$ cat src/rtl/ram_port_arbiter.sv
// ram_port_arbiter: two-port arbiter in front of the 1024x8 main_memory.
// Port 0 is the CPU load/store path, port 1 the program loader/debug port.
// Single-byte reads/writes from either port are serialised onto the single
// memory port. Read data comes back one cycle after issue, because the memory
// output is registered.
//
// Handshake: a requester raises reqX with weX/addrX/wdataX stable. The grant
// pulse gntX is the "ready": on the clock edge that samples gntX=1 the
// requester drops reqX or presents its next transaction. A reqX still high in
// the cycle after gntX is treated as a new request. A read completes with a
// one-cycle rvalidX pulse; rdataX holds its value until the next read on
// that port.
module ram_port_arbiter #(
    parameter int ADDR_W      = 10,
    parameter int DATA_W      = 8,
    parameter bit ROUND_ROBIN = 1'b1
) (
    input  logic              clock,
    input  logic              rst_n,
    // port 0
    input  logic              req0,
    input  logic              we0,
    input  logic [ADDR_W-1:0] addr0,
    input  logic [DATA_W-1:0] wdata0,
    output logic              gnt0,
    output logic              rvalid0,
    output logic [DATA_W-1:0] rdata0,
    // port 1
    input  logic              req1,
    input  logic              we1,
    input  logic [ADDR_W-1:0] addr1,
    input  logic [DATA_W-1:0] wdata1,
    output logic              gnt1,
    output logic              rvalid1,
    output logic [DATA_W-1:0] rdata1,
    // memory side
    output logic              mem_en,
    output logic              mem_we,
    output logic [ADDR_W-1:0] mem_addr,
    output logic [DATA_W-1:0] mem_wdata,
    input  logic [DATA_W-1:0] mem_rdata,
    // status
    output logic              busy,
    output logic [1:0]        dbg_state
);

    typedef enum logic [1:0] {
        IDLE   = 2'd0,
        ISSUE  = 2'd1,
        RDWAIT = 2'd2
    } state_t;

    state_t            state_q, state_d;
    logic              prio_q, prio_d;    // port that wins the next contested grant
    logic              owner_q, owner_d;  // port whose transaction is in flight

    logic              gnt0_d, gnt1_d;
    logic              rvalid0_d, rvalid1_d;
    logic [DATA_W-1:0] rdata0_d, rdata1_d;
    logic              mem_en_d, mem_we_d;
    logic [ADDR_W-1:0] mem_addr_d;
    logic [DATA_W-1:0] mem_wdata_d;

    logic              contested;
    logic              winner;

    // Winner selection: a lone requester always wins; a tie goes to prio in
    // round-robin mode, otherwise to port 0.
    always_comb begin
        contested = req0 & req1;
        winner    = 1'b0;
        if (contested) begin
            winner = (ROUND_ROBIN != 1'b0) ? prio_q : 1'b0;
        end else begin
            winner = req1;
        end
    end

    // Next-state and next-output logic; strobes default low, data holds.
    always_comb begin
        state_d     = state_q;
        prio_d      = prio_q;
        owner_d     = owner_q;
        gnt0_d      = 1'b0;
        gnt1_d      = 1'b0;
        rvalid0_d   = 1'b0;
        rvalid1_d   = 1'b0;
        rdata0_d    = rdata0;
        rdata1_d    = rdata1;
        mem_en_d    = 1'b0;
        mem_we_d    = 1'b0;
        mem_addr_d  = mem_addr;
        mem_wdata_d = mem_wdata;

        case (state_q)
            IDLE: begin
                if (req0 | req1) begin
                    owner_d  = winner;
                    mem_en_d = 1'b1;
                    // prio only moves when there was actually a contest
                    if (contested && (ROUND_ROBIN != 1'b0)) begin
                        prio_d = ~winner;
                    end
                    if (winner) begin
                        gnt1_d      = 1'b1;
                        mem_we_d    = we1;
                        mem_addr_d  = addr1;
                        mem_wdata_d = wdata1;
                    end else begin
                        gnt0_d      = 1'b1;
                        mem_we_d    = we0;
                        mem_addr_d  = addr0;
                        mem_wdata_d = wdata0;
                    end
                    state_d = ISSUE;
                end
            end
            ISSUE: begin
                // memory executes the access at the edge closing this cycle;
                // mem_we still reflects the access being issued
                state_d = mem_we ? IDLE : RDWAIT;
            end
            RDWAIT: begin
                // registered memory output is valid during this cycle
                if (owner_q) begin
                    rvalid1_d = 1'b1;
                    rdata1_d  = mem_rdata;
                end else begin
                    rvalid0_d = 1'b1;
                    rdata0_d  = mem_rdata;
                end
                state_d = IDLE;
            end
            default: begin
                state_d = IDLE;
            end
        endcase
    end

    // State and registered outputs; reset also drops any in-flight read.
    always_ff @(posedge clock or negedge rst_n) begin
        if (!rst_n) begin
            state_q   <= IDLE;
            prio_q    <= 1'b0;
            owner_q   <= 1'b0;
            gnt0      <= 1'b0;
            gnt1      <= 1'b0;
            rvalid0   <= 1'b0;
            rvalid1   <= 1'b0;
            rdata0    <= '0;
            rdata1    <= '0;
            mem_en    <= 1'b0;
            mem_we    <= 1'b0;
            mem_addr  <= '0;
            mem_wdata <= '0;
        end else begin
            state_q   <= state_d;
            prio_q    <= prio_d;
            owner_q   <= owner_d;
            gnt0      <= gnt0_d;
            gnt1      <= gnt1_d;
            rvalid0   <= rvalid0_d;
            rvalid1   <= rvalid1_d;
            rdata0    <= rdata0_d;
            rdata1    <= rdata1_d;
            mem_en    <= mem_en_d;
            mem_we    <= mem_we_d;
            mem_addr  <= mem_addr_d;
            mem_wdata <= mem_wdata_d;
        end
    end

    assign busy      = (state_q != IDLE);
    assign dbg_state = state_q;

endmodule

$ cat config.mk
export PLATFORM = sky130hd
export DESIGN_NAME = ram_port_arbiter
export DESIGN_NICKNAME = d
export VERILOG_FILES = /design/src/rtl/ram_port_arbiter.sv
export SDC_FILE = /design/constraint.sdc
export NUM_CORES = 1
export LEC_CHECK = 0
export ABC_AREA = 1
export CELL_PAD_IN_SITES_DETAIL_PLACEMENT = 0
export CELL_PAD_IN_SITES_GLOBAL_PLACEMENT = 1
export CORE_MARGIN = 2
export CORE_UTILIZATION = 31
export DETAILED_ROUTE_END_ITERATION = 10
export PLACE_DENSITY = 0.84
export SYNTH_ARGS = -nofsm -noshare
export SYNTH_HDL_FRONTEND = slang
export SYNTH_SLANG_ARGS = --single-unit
$ cat constraint.sdc
create_clock -name clock -period 2.1 [get_ports clock]
set_input_delay 0.42 -clock clock [delete_from_list [all_inputs] [get_ports clock]]
set_output_delay 0.42 -clock clock [all_outputs]
set_load 0.01 [all_outputs]
# After elaboration in Yosys (flattened, before gate mapping)
# Cells that the tools add are included.
# word_totals
inputBits	50
output_inout_bits	43
reg_bits	44
# op_classes
n_bitwise	4
mux	21
n_eq_ne	3
reduce_logical	6
# op_table
op	count
$mux 1	16
$mux 10	1
$mux 8	1
$reduce_and 2->1	3
$mux 2	2
$pmux 2 s2	1
$reduce_and 3->1	1
$eq 2x1->1 const B	1
$eq 2x2->1 const B	1
$logic_not 2->1	1
$ne 2x2->1 const B	1
$not 1->1	2
$reduce_bool 2->1	1
$and 1x1->1	1
$or 1x1->1	1

# Depth between registers and ports, before layout
# logic_depth
word_depth	5
ltp_mapped	7
mapped_depth_nobuf	6

# Worst setup path before layout
# Ideal clock, no wire load.
# synth_timing
kind	register to register
from	register state_q[0], in the netlist dbg_state[0]
to	register mem_we
n_path_buf	1
t_arrival_ps	1066
required_ps	2029
setup_slack_ps	963
path_stages_with_launch	7
synth_period_minus_slack_ps	1137
path_cell_list	dfrtp_1 -> inv_1 -> nand2_1 -> nor2_2 -> buf_4 -> nand2_1 -> nor2_1
# synth_between
elab_chain_cells	2
# synth_lines
item	line	rtl
start, declared	53	state_t state_q, state_d;
start signal, assigned	157	state_q <= state_d;
$logic_not 2->1	95	case (state_q)
$mux 1	95	
named net mem_we_d	60	logic mem_en_d, mem_we_d;
end signal, assigned	167	mem_we <= mem_we_d;
end, declared	38	output logic mem_we,
# The timed path passes the listed nets, and every way through them passes these cells.
# A chain may end at the register's enable or synchronous reset.

# Worst setup path after layout
# layout_timing
from	register state_q[1], in the netlist dbg_state[1]
to	output busy
# layout_between
elab_chain_cells	1
# layout_lines
item	line	rtl
$reduce_bool 2->1	173	assign busy = (state_q != IDLE);
end, declared	43	output logic busy,
# No other way between the ends.

==> summary.txt <==
Setup path
  – Worst r2r src: dbg_state[0]
  – Slowest CP cell: clkdlybuf4s50_1
  – WP data required: 1.68 ns
  – CP bufs+invs: 2
  – Worst R2R Path Depth: 3
  – Worst path max stage delay: 0.58 ns
  – Startpoint Class: flop
  – Worst-path fanout max: 6
  – FF-to-FF setup slack: 0.75 ns
  – Setup CP Type: reg2out
  – Arr. time, crit path: 1.52 ns
  – CP top delay family: buffers and inverters
  – Crit. End Element: primary output
  – CP startpoint: dbg_state[1]
  – CP Cell Sequence: inv_1 > nand2_1 > clkdlybuf4s50_1
  – Worst flop-to-flop path endpoint: rdata0[4]

Drt
  – TritonRoute pass-1 iters: 4
  – Final wirelength: 4.93 mm
  – Vias post-DR: 1862
  – Routed wire per std cell: 11.6 um
  – Routed Antenna Nets: 0
  – Vias per cell: 4.37
  – Post-route DRC: 0
  – Starting DRT DRC Count: 90

Cells and area
  – Post-Route Utilization: 49.6%
  – Area delta synth->final: 55.9%
  – Most frequent cells in the layout: clkdlybuf4s50_1, nand2_1, inv_1, dfrtp_1, nand3_1
  – ANT cells: 0
  – Most common cell after layout, fill and taps aside: clkdlybuf4s50_1
  – Nets: 398
  – Fraction of layout cells with a size suffix above 1: 6.02%
  – Filler cell count: 605

STA
  – Final Critical Period: 1.94 ns
  – Worst-Margin Slew: 0.566 ns
  – Setup violators final: 0
  – Fmax: 517 MHz
  – RSZ-0062 raised after global routing: false
  – Final hold viol count: 0
  – Slew headroom: 62.2%
  – Final Cycle Share: 92.2%
  – Min Hold Slack: 0.193 ns
  – Setup TNS: 0 ns
  – Final slew viol count: 0
  – Clk_skew: 0.00550 ns

Clock tree
  – H-tree Lvls: 2
  – Post-CTS setup buffers: 0
  – CTS resizes: 0
  – Worst skew pair latency: 0.29 ns
  – Reg clk slew, reported paths: 0.09 ns
  – Cts bufs inserted: 5
  – CTS tree: yes
  – Quantity of hold-fixing buffers added after cts: 0
  – Root Buffer: clkbuf_8
  – Maximum buffer depth of the clock tree: 2
  – CTS sink count: 44

Min path
  – Worst min path class: in2async

Floorplan
  – Die width: 84.3 um
  – Core area: 6280 sq um
  – DIE AREA: 7100 sq um
  – Number of core rows: 29
  – IO Pins: 93
  – Initial Util: 31.8%
  – Die Ht: 84.3 um

Synth
  – Seq/Total Area, Yosys: 55.1%
  – Distinct cell type count after synthesis: 14
  – Yosys synthesis warning count: 0
  – Cell Area, Synth: 2000 sq um
  – Syn Nets: 300
  – Yosys reg bits: 44
  – Post-synthesis area per instance: 7.99 sq um
  – Synth Instances: 250

Global route
  – Largest net degree at the start of global routing: 45
  – Initial antenna violation count: 0
  – Overflow after GRT: 0
  – Global-route wire length before repair: 8.20 mm
  – Tot GR Track Use: 14.3%
  – Vias in the first global route: 1778

Placed design
  – I/O Buffers: 92
  – Hpwl dp: 3.78 mm
  – RD Place Congestion: 0.745

Power and ir drop
  – Final Total Pwr: 0.00410 W
  – Leakage power: 1.62 nW
  – PwrDens: 1320 nW/um^2
  – Maximum VDD drop: 608 uV

Run
  – Max Cap Violations: 0

Outcome
  – Status: complete, no violations
==> cells by family after synthesis <==
kind of cell	after synthesis	share of synthesized area, %
compound gates	18	4.70
buf+inv	62	13.7
flops	44	55.1
simple gates	126	26.5
==> cell type report <==
| class | instances | area [sq um] | share of cell area (%) |
|---|---|---|---|
| repair buffers | 102 | 991 | 31.8 |
| flip-flops and latches | 44 | 1100 | 35.4 |
| well taps | 77 | 96.3 | 3.09 |
| multi-input cells | 144 | 623 | 20.0 |
| clock buffers | 5 | 68.8 | 2.21 |
| inverters | 51 | 191 | 6.15 |
| clock inverters | 3 | 42.5 | 1.37 |
==> flip-flops by register name, indices dropped and copies added, names as in the netlist <==
| name | cells |
|---|---|
| gnt1 | 1 |
| owner_q | 1 |
| mem_wdata | 8 |
| prio_q | 1 |
| dbg_state | 2 |
| rdata1 | 8 |
| mem_addr | 10 |
| mem_we | 1 |
| rvalid1 | 1 |
| mem_en | 1 |
| gnt0 | 1 |
| rvalid0 | 1 |
| rdata0 | 8 |
==> cells in the mapped netlist (all sizes together) <==
library cell	number	area, sq um
buf	10	78.8
clkbuf	1	3.75
dfrtp	44	1100
inv	51	191
nand2	75	282
nand3	39	195
nand3b	1	7.51
nor2	10	40.0
nor3	1	5.00
o21ai	18	93.8
==> metal layers <==
layer,vias to the layer above,wire (um),GRT usage (%)
met3,5,346,3.93
met2,68,2310,23.2
li1,945,-,-
met4,0,65,4.40
met5,-,0,0
met1,844,2210,18.7
==> report_power, final <==
group	leakage, nW	total (W)	switching [W]	internal, W
Clock	0.0541	0.000638	0.000286	0.000352
Sequential	0.543	0.00148	0.000226	0.00126
Combinational	1.02	0.00198	0.000931	0.00105
Total	1.62	0.00410	0.00144	0.00266
==> how the worst max path moves through the flow <==
stage,endpoint,cells past startpoint
after global placement,mem_wdata[6],6
after global routing,busy,3
after CTS,busy,3
final,busy,3
after floorplan,mem_we,6
after detailed placement,mem_addr[0],7
==> stage by stage <==
stage	instance area [sq um]	worst slack, ns	instances
floorplan	2000	0.963	250
global placement	3000	0.327	418
detailed placement	3000	0.271	418
CTS	3110	0.154	426
global route	3110	0.0493	426
finish	3110	0.164	426
(Power assumes the default switching activity.)
